===== src/rtl/assoc_icache_if.sv =====
// Fetch-side and refill-side signals of the associative instruction cache.
// A refill word transfers on any cycle where iREN && !iwait; iaddr/iREN stay stable while stalled.
interface assoc_icache_if;
  logic        imemREN;
  logic [31:0] imemaddr;
  logic        flush;
  logic        ihit;
  logic [31:0] imemload;
  logic        iREN;
  logic [31:0] iaddr;
  logic        iwait;
  logic [31:0] iload;
  logic        busy;
  logic [1:0]  state_dbg;

  modport slave (
    input  imemREN, imemaddr, flush, iwait, iload,
    output ihit, imemload, iREN, iaddr, busy, state_dbg
  );

  modport master (
    output imemREN, imemaddr, flush, iwait, iload,
    input  ihit, imemload, iREN, iaddr, busy, state_dbg
  );
endinterface


===== src/rtl/assoc_icache.sv =====
// Set-associative (1 or 2 way) instruction cache with LRU replacement,
// multi-word block refill from the memory controller and a flush command.
module assoc_icache #(
  parameter int SETS        = 8,
  parameter int BLOCK_WORDS = 2,
  parameter int WAYS        = 2
) (
  input  logic          CLK,
  input  logic          RST,
  assoc_icache_if.slave bus
);
  localparam int OFF_W = $clog2(BLOCK_WORDS);
  localparam int CNT_W = (OFF_W < 1) ? 1 : OFF_W;
  localparam int IDX_W = $clog2(SETS);
  localparam int TAG_W = 30 - OFF_W - IDX_W;
  localparam logic [CNT_W-1:0] LAST_CNT = CNT_W'(BLOCK_WORDS - 1);

  typedef enum logic [1:0] {IDLE = 2'd0, FILL = 2'd1, FLUSH = 2'd2} state_t;
  state_t r_state, w_next;

  logic             r_valid [WAYS][SETS];
  logic [TAG_W-1:0] r_tag   [WAYS][SETS];
  logic [31:0]      r_data  [WAYS][SETS][BLOCK_WORDS];
  logic             r_lru   [SETS];

  logic [TAG_W-1:0] r_miss_tag;
  logic [IDX_W-1:0] r_miss_idx;
  logic             r_victim;
  logic [CNT_W-1:0] r_cnt;
  logic             r_pend;

  logic [TAG_W-1:0] w_tag;
  logic [IDX_W-1:0] w_idx;
  logic [CNT_W-1:0] w_woff;
  logic             w_any_hit;
  logic             w_hit_way;
  logic [31:0]      w_hit_data;
  logic             w_ihit;
  logic             w_victim;
  logic             w_accept;
  logic             w_last;
  logic             w_start_fill;

  assign w_tag  = bus.imemaddr[31 -: TAG_W];
  assign w_idx  = bus.imemaddr[2+OFF_W +: IDX_W];
  assign w_woff = (OFF_W == 0) ? '0 : bus.imemaddr[2 +: CNT_W];

  always_comb begin
    w_any_hit  = 1'b0;
    w_hit_way  = 1'b0;
    w_hit_data = '0;
    for (int w = 0; w < WAYS; w++) begin
      if (!w_any_hit && r_valid[w][w_idx] && (r_tag[w][w_idx] == w_tag)) begin
        w_any_hit  = 1'b1;
        w_hit_way  = w[0];
        w_hit_data = r_data[w][w_idx][w_woff];
      end
    end
  end

  // Lowest invalid way first; only a fully occupied set consults the LRU bit.
  always_comb begin
    w_victim = 1'b0;
    if (WAYS == 2) begin
      if (!r_valid[0][w_idx])             w_victim = 1'b0;
      else if (!r_valid[WAYS-1][w_idx])   w_victim = 1'b1;
      else                                w_victim = r_lru[w_idx];
    end
  end

  assign w_ihit       = bus.imemREN && (r_state == IDLE) && w_any_hit;
  assign w_accept     = (r_state == FILL) && !bus.iwait;
  assign w_last       = (r_cnt == LAST_CNT);
  assign w_start_fill = !bus.flush && bus.imemREN && !w_any_hit;

  always_comb begin
    w_next = r_state;
    case (r_state)
      IDLE: begin
        if (bus.flush)        w_next = FLUSH;
        else if (w_start_fill) w_next = FILL;
      end
      FILL: begin
        if (w_accept && w_last) w_next = (r_pend || bus.flush) ? FLUSH : IDLE;
      end
      FLUSH:   w_next = IDLE;
      default: w_next = IDLE;
    endcase
  end

  always_ff @(posedge CLK or posedge RST) begin
    if (RST) begin
      r_state    <= IDLE;
      r_cnt      <= '0;
      r_pend     <= 1'b0;
      r_miss_tag <= '0;
      r_miss_idx <= '0;
      r_victim   <= 1'b0;
      for (int s = 0; s < SETS; s++) begin
        r_lru[s] <= 1'b0;
        for (int w = 0; w < WAYS; w++) begin
          r_valid[w][s] <= 1'b0;
          r_tag[w][s]   <= '0;
        end
      end
    end else begin
      r_state <= w_next;
      case (r_state)
        IDLE: begin
          if (w_ihit && (WAYS == 2)) r_lru[w_idx] <= ~w_hit_way;
          if (w_start_fill) begin
            r_miss_tag <= w_tag;
            r_miss_idx <= w_idx;
            r_victim   <= w_victim;
            r_cnt      <= '0;
          end
        end
        FILL: begin
          if (bus.flush) r_pend <= 1'b1;
          if (w_accept) begin
            r_cnt <= w_last ? '0 : r_cnt + 1'b1;
            // The line only becomes visible once its final word has landed.
            if (w_last) begin
              r_valid[r_victim][r_miss_idx] <= 1'b1;
              r_tag[r_victim][r_miss_idx]   <= r_miss_tag;
              if (WAYS == 2) r_lru[r_miss_idx] <= ~r_victim;
            end
          end
        end
        FLUSH: begin
          r_pend <= 1'b0;
          for (int s = 0; s < SETS; s++) begin
            r_lru[s] <= 1'b0;
            for (int w = 0; w < WAYS; w++) r_valid[w][s] <= 1'b0;
          end
        end
        default: ;
      endcase
    end
  end

  always_ff @(posedge CLK) begin
    if (w_accept) r_data[r_victim][r_miss_idx][r_cnt] <= bus.iload;
  end

  assign bus.ihit      = w_ihit;
  assign bus.imemload  = w_ihit ? w_hit_data : '0;
  assign bus.iREN      = (r_state == FILL);
  assign bus.iaddr     = (r_state == FILL)
                         ? ({r_miss_tag, r_miss_idx, {(OFF_W+2){1'b0}}} | (32'(r_cnt) << 2))
                         : '0;
  assign bus.busy      = (r_state != IDLE);
  assign bus.state_dbg = r_state;
endmodule


===== src/flat_wrapper.sv =====
// flat-port wrapper written by rule: the top's interface ports become plain ports
module assoc_icache_flat 
#(
  parameter int SETS        = 8,
  parameter int BLOCK_WORDS = 2,
  parameter int WAYS        = 2
)
  (CLK, RST, bus_imemREN, bus_imemaddr, bus_flush, bus_iwait, bus_iload, bus_ihit, bus_imemload, bus_iREN, bus_iaddr, bus_busy, bus_state_dbg);
  assoc_icache_if bus_i ();
  input  logic CLK;
  input  logic RST;
  input wire logic [$bits(bus_i.imemREN)-1:0] bus_imemREN;
  input wire logic [$bits(bus_i.imemaddr)-1:0] bus_imemaddr;
  input wire logic [$bits(bus_i.flush)-1:0] bus_flush;
  input wire logic [$bits(bus_i.iwait)-1:0] bus_iwait;
  input wire logic [$bits(bus_i.iload)-1:0] bus_iload;
  output wire logic [$bits(bus_i.ihit)-1:0] bus_ihit;
  output wire logic [$bits(bus_i.imemload)-1:0] bus_imemload;
  output wire logic [$bits(bus_i.iREN)-1:0] bus_iREN;
  output wire logic [$bits(bus_i.iaddr)-1:0] bus_iaddr;
  output wire logic [$bits(bus_i.busy)-1:0] bus_busy;
  output wire logic [$bits(bus_i.state_dbg)-1:0] bus_state_dbg;
  assign bus_i.imemREN = bus_imemREN;
  assign bus_i.imemaddr = bus_imemaddr;
  assign bus_i.flush = bus_flush;
  assign bus_i.iwait = bus_iwait;
  assign bus_i.iload = bus_iload;
  assign bus_ihit = bus_i.ihit;
  assign bus_imemload = bus_i.imemload;
  assign bus_iREN = bus_i.iREN;
  assign bus_iaddr = bus_i.iaddr;
  assign bus_busy = bus_i.busy;
  assign bus_state_dbg = bus_i.state_dbg;
  assoc_icache #(.SETS(SETS), .BLOCK_WORDS(BLOCK_WORDS), .WAYS(WAYS)) u_core (.CLK(CLK), .RST(RST), .bus(bus_i));
endmodule

===== config.mk =====
export PLATFORM = sky130hd
export DESIGN_NAME = assoc_icache_flat
export DESIGN_NICKNAME = d
export VERILOG_FILES = /design/src/rtl/assoc_icache_if.sv /design/src/rtl/assoc_icache.sv /design/src/flat_wrapper.sv
export SDC_FILE = /design/constraint.sdc
export NUM_CORES = 2
export LEC_CHECK = 0
export BUFFER_PORTS_ARGS = -buffer_cell sky130_fd_sc_hd__clkbuf_2
export CAP_MARGIN = 20
export CORE_ASPECT_RATIO = 1.25
export CORE_MARGIN = 4
export CORE_UTILIZATION = 60
export DETAILED_ROUTE_END_ITERATION = 10
export PLACE_DENSITY = 0.77
export SETUP_SLACK_MARGIN = 0.4
export SLEW_MARGIN = 10
export SYNTH_ARGS = -nofsm -noshare
export SYNTH_HDL_FRONTEND = slang
export SYNTH_SLANG_ARGS = --single-unit

===== constraint.sdc =====
create_clock -name CLK -period 42.4 [get_ports CLK]
set_clock_uncertainty 0.2 [all_clocks]
set_input_delay 8.48 -clock CLK [delete_from_list [all_inputs] [get_ports CLK]]
set_output_delay 8.48 -clock CLK [all_outputs]
set_load 0.05 [all_outputs]

== Word-level counts from Yosys, hierarchy flattened ==
Memories as Yosys holds them, arrays and structs flattened.
Index checks and enable logic that the tools add are counted.

* Register bits after elaboration: 474
* Latch bits: 0
* Bits in writable memories: 1024
* Bits in read-only memories: 0
* Output and inout port bits: 69
* Word-level logic and storage cells: 180
* Memories kept: 1

{| class="wikitable"
|+ Memory list
! name !! words !! bits a word !! read ports !! clocked after memory_dff !! wr ports !! RTL line !! RTL
|-
| u_core.r_data || 2 || 512 || 2 || 0 || 1 || assoc_icache.sv:23 || <nowiki>logic [31:0] r_data [WAYS][SETS][BLOCK_WORDS];</nowiki>
|}

* $add $sub $neg: 1
* Multiply operators: 0
* Div/mod/pow operators: 0
* Magnitude comparators: 9
* Equality and inequality tests: 11
* Shift-type cells: 0
* Multiplexer cells: 73
* Bitwise gates (word level): 9
* Reduce and logical (&&, ||, !) cells: 30

{| class="wikitable"
|+ Operators with widths
! kind !! count
|-
| $mux 512 || 1
|-
| $bwmux 416 || 1
|-
| $bmux 64 s3 || 2
|-
| $mux 32 || 11
|-
| $mux 64 || 5
|-
| $demux 208 s1 || 1
|-
| $mux 208 || 1
|-
| $demux 64 s3 || 1
|-
| $bmux 26 s3 || 2
|-
| $mux 26 || 5
|-
| $demux 26 s3 || 1
|-
| $eq 26x26->1 || 2
|-
| $demux 32 s1 || 1
|-
| $mux 16 || 2
|-
| $mux 8 || 4
|-
| $or 32x3->32 || 1
|-
| $pmux 16 s2 || 1
|-
| $pmux 8 s3 || 1
|-
| $mux 1 || 18
|-
| $bwmux 8 || 2
|-
| $or 16x16->16 || 1
|-
| $logic_and 1x1->1 || 13
|-
| $ne 2x1->1 const B || 5
|-
| $bmux 1 s3 || 3
|-
| other kinds (25) || 48
|}

== Longest topological paths before layout ==
* Depth in word-level cells: 16
* Depth in mapped cells: 15
* Mapped depth without buffers: 9

== Worst setup path before layout ==
Ideal clock, no wire load.

* Path kind: in2out
* From: input bus_imemaddr[3]
* To: output bus_imemload[22]
* Data arrival time: 11.657 ns
* Required time: 33.720 ns
* Path slack: 22.063 ns
* Stages: 12
* Path through: buf_6 buf_4 mux4_2 mux2i_1 xor2_1 nand2_1 nor3b_1 and4_1 buf_4 buf_2 o21ai_0 a211oi_1

* Cells in the longest elaborated chain, start to end: 13
* Elaborated cells between the ends (all ways): 37
* Classes of those cells: eq/ne (2); mux (29); bitwise (1); reduce/logical (5)

{| class="wikitable"
|+ RTL lines
! item !! RTL line !! RTL
|-
| start: declaration || flat_wrapper.sv:13 || <nowiki>input wire logic [$bits(bus_i.imemaddr)-1:0] bus_imemaddr;</nowiki>
|-
| $not 3->4 (not written as such) * || assoc_icache.sv:53, assoc_icache.sv:56 ||
|-
| $bmux 26 s3 || assoc_icache.sv:53 || <nowiki>if (!w_any_hit && r_valid[w][w_idx] && (r_tag[w][w_idx] == w_tag)) begin</nowiki>
|-
| $mux 26 (not written as such) (2 in series) || assoc_icache.sv:53 ||
|-
| $eq 26x26->1 || assoc_icache.sv:53 ||
|-
| $logic_and 1x1->1 || assoc_icache.sv:53 ||
|-
| $mux 1 || assoc_icache.sv:53 ||
|-
| $logic_not 1->1 || assoc_icache.sv:53 ||
|-
| $logic_and 1x1->1 (2 in series) || assoc_icache.sv:53 ||
|-
| $mux 1 || assoc_icache.sv:53 ||
|-
| $logic_and 1x1->1 || assoc_icache.sv:71 || <nowiki>assign w_ihit = bus.imemREN && (r_state == IDLE) && w_any_hit;</nowiki>
|-
| $mux 32 * || assoc_icache.sv:147 || <nowiki>assign bus.imemload = w_ihit ? w_hit_data : '0;</nowiki>
|-
| end: declaration || flat_wrapper.sv:18 || <nowiki>output wire logic [$bits(bus_i.imemload)-1:0] bus_imemload;</nowiki>
|}

Every way passes the cells marked *; elsewhere a longest branch is shown, timed or not. The select of a mux whose other input is x is not followed.

== Worst setup path in the final report ==
* From: input bus_imemaddr[3]
* To: output bus_imemload[19]

The elaborated chain is that of the path after synthesis.

==> impl_metrics.toml <==
[logic_synthesis]
netlist-cell-type-count = 74
synth_compound_area_frac = 0.07583
ys_seq_elements = 1498
yosysTopAreaCell = "edfxtp_1"
synthAdderAreaFrac = 0.0007986
ys_top_cells_by_area = "edfxtp_1 49%, dfrtp_1 19%, mux2_2 5.7%, nand2_1 5.3%, mux2i_1 4.0%"
yosysWarnings = 0
yosysTopAreaCellShare = 0.4907
ys_seq_area_frac = 0.6800
synth_area_um2 = 62670
async_flop_share = 0.3164
synth_ff_type = "edfxtp_1"
synthCells = 4533
syn_avg_cell_area_um2 = 13.82
synth_edf_count = 1024
synth.area.mux_share = 0.1316
synth_top_family_by_area = "multiplexers"
yosys.area_share.simple = 0.08424
synthXorXnorAreaFrac = 0.0009783

[clock_network]
holdBufCountCts = 0
clock_sinks = 1498
cts_buffers = 141
cts_tree = "yes"
clk_pin_slew_ns = 0.06
post_cts_buffers = 0
root_buffer = "clkbuf_16"
cts_buffer_depth = 3
htreeDepth = 4
worstSkewPairLatency_ns = 0.76
cts_resized = 0

[detailed_routing]
vias_per_cell = 6.827
drtPass1Iterations = 6
drc = 0
drt-total-wl_um = 186200
drt_iter0_drc = 5286
wl_per_cell_um = 30.83
vias = 41240
drt.antenna.violating_nets = 0

[critical_path]
cp.arrival_ns = 14.58
critPathRequiredTime_ns = 33.72
reg2reg_depth = 8
reg2reg_slack_ns = 37.05
r2r-end = "u_core.r_data[0][270]$_DFFE_PP_"
setup.worst_path.start_class = "input port"
path_class = "input port to output port"
slowest_delay_ns = 0.81
critPathMaxFanout = 126
critical-path-slowest-cell = "buf_4"
r2r_start = "u_core.bus.state_dbg[1]$_DFFE_PP0P_"
cp_cell_sequence = "buf_8 -> buf_12 -> buf_4 -> mux2i_1 -> o22ai_1 -> o21ai_0 -> nand4_1 -> nor4_1 -> nand4_1 -> buf_4 -> or3_1 -> a21oi_1 -> clkbuf_2"
cp-end-kind = "output port"

[timing]
rsz0062_at_grt = "false"
slew_viol_final = 0
setup_viol = 0
worstMarginPinSlew_ns = 1.224
fin_crit_ns = 23.26
post-route-period-util = 0.5485
setup_slack_ns = 19.14
finalHoldViolCount = 0
maxSlewHeadroom = 0.1841
setup_tns_ns = 0
max_freq_ghz = 0.04300

[die]
die_area_um2 = 109700
start_util = 0.6042
dieHeight_um = 369.3
die_w_um = 297.1
core_um2 = 103700
io_pins = 138
num_rows = 132

[place]
postPlaceCellArea_um2 = 64460
pre_cts_slack_ns = 19.31
dp_hpwl_um = 99730
gp_congestion = 0.8895
numPortBuffers = 133
placed_cells = 5780

[cells_and_area]
final_cells = 6040
fin_area_um2 = 68980
fillCellCount = 7238
synthToLayoutAreaGrowth_pct = 10.08
regArea_um2 = 42610
multi_input_area_um2 = 18570
mostFrequentLayoutCells = "1024 x edfxtp_1, 880 x nand2_1, 474 x dfrtp_1, 317 x mux2_2, 249 x mux2i_1"
mostFrequentLayoutCell = "edfxtp_1"
finalNetCount = 4657
final_layout_size_suffix_gt1_frac = 0.1930

[worst_hold_path]
min_to = "u_core.r_tag[138]$_DFFE_PP0P_"
min_from = "u_core.r_tag[138]$_DFFE_PP0P_"
hp-class = "flop to flop"
whs_path_depth = 2

[global_route]
grt_overflow = 0
grt_max_degree = 127
grtUsageTotal = 0.3357
grt_pass1_wl_um = 270700
antenna_found_initial = 9
grt_pass1_vias = 41120

[flow_run]
drv_cap = 0

[power]
leakage_nw = 27.02
pwr_density_cell_nw_per_um2 = 49.59
power_mw = 3.421
irDropWorstVdd_mv = 0.05076

[run_status]
run_status = "finished, final reports clean"
-- critical path: cells and delay by family --
kind,cells,cell delay [ns]
muxes,1,0.27
AOI/OAI and AO/OA,3,1.24
and+or+nand+nor,4,1.38
buffers and inverters,5,3.03
-- power by group --
| group | switching (mW) | leakage (nW) | total [mW] | internal (mW) |
|---|---|---|---|---|
| sequential | 0.114 | 15.7 | 1.77 | 1.66 |
| combinational | 0.274 | 9.11 | 0.414 | 0.139 |
| clock | 0.549 | 2.20 | 1.24 | 0.689 |
-- synthesized netlist by cell type, types with 4 or more instances --
cell type,instances
o22a_1,6
a32oi_1,4
a21oi_1,146
a22oi_1,64
or3_1,17
o32ai_1,5
buf_8,4
a21bo_2,20
buf_4,26
xor2_1,6
o22ai_1,168
a221o_1,4
and2_1,32
nand3_1,27
clkbuf_1,179
o211ai_1,20
o221ai_1,55
and3_1,7
o2111ai_1,6
dfrtp_1,474
nand4_1,41
edfxtp_1,1024
a221oi_1,22
o21ai_0,101
mux2i_1,249
a21o_1,7
nor4_1,14
a211oi_1,18
clkinv_1,11
buf_2,52
inv_1,20
nor3_1,17
nand2_1,882
ha_1,4
mux2_1,30
buf_6,15
nor2_1,181
a2111oi_0,6
mux2_2,317
nand2b_1,9
buf_1,49
nand3b_1,24
mux4_2,81
a31oi_1,41
a211o_1,8
-- cells by family after synthesis --
family | after synthesis
buffers and inverters | 358
adder cells (fa/ha/maj) | 4
multiplexers | 678
flip-flops | 1498
XOR/XNOR | 7
AO/OA/AOI/OAI | 719
AND/OR/NAND/NOR | 1268
other | 1
-- flip-flops by register name, indices dropped and copies added, names as in the netlist --
register / flops
u_core.r_victim: 1
u_core.bus.state_dbg: 2
u_core.r_data: 1024
u_core.r_miss_idx: 3
u_core.r_tag: 416
u_core.r_lru: 8
u_core.r_pend: 1
u_core.r_cnt: 1
u_core.r_miss_tag: 26
u_core.r_valid: 16
-- metal layers --
| metal | up-vias | track usage | routed length (um) |
|---|---|---|---|
| met4 | 8 | 0.1977 | 12350 |
| met2 | 3080 | 0.5330 | 87780 |
| met3 | 683 | 0.07095 | 21610 |
| met1 | 20500 | 0.4325 | 64450 |
| li1 | 16970 | - | - |
| met5 | - | 0 | 49 |
-- per-stage QoR --
stage | util | hold WS, ns
after floorplan | - | 0.2391
after global placement | 0.6215 | 0.2538
after detailed placement | 0.6215 | 0.2579
after CTS | 0.6647 | 0.2727
after global routing | 0.6650 | 0.2954
final | 0.6651 | 0.2724
-- worst max-delay path by stage --
stage	to	cells after the start	slack [ns]	start
floorplan	u_core.bus.state_dbg[0]$_DFFE_PP0P_	1	20.50	RST
global route	bus_imemload[19]	13	19.07	bus_imemaddr[3]
global placement	bus_imemload[19]	13	19.40	bus_imemaddr[3]
CTS	bus_imemload[19]	13	19.32	bus_imemaddr[3]
finish	bus_imemload[19]	13	19.14	bus_imemaddr[3]
detailed placement	bus_imemload[19]	13	19.31	bus_imemaddr[3]
-- area by class of cell --
class	instances	share of cell area
timing repair buffer	232	0.02153
clock inverter	69	0.008960
antenna	5	0.0001814
tap	1340	0.02430
inverter	33	0.002104
sequential	1498	0.6177
clock buffer	185	0.05603
multi-input combinational	2678	0.2692
No activity file was read; power rests on OpenSTA's default activity.
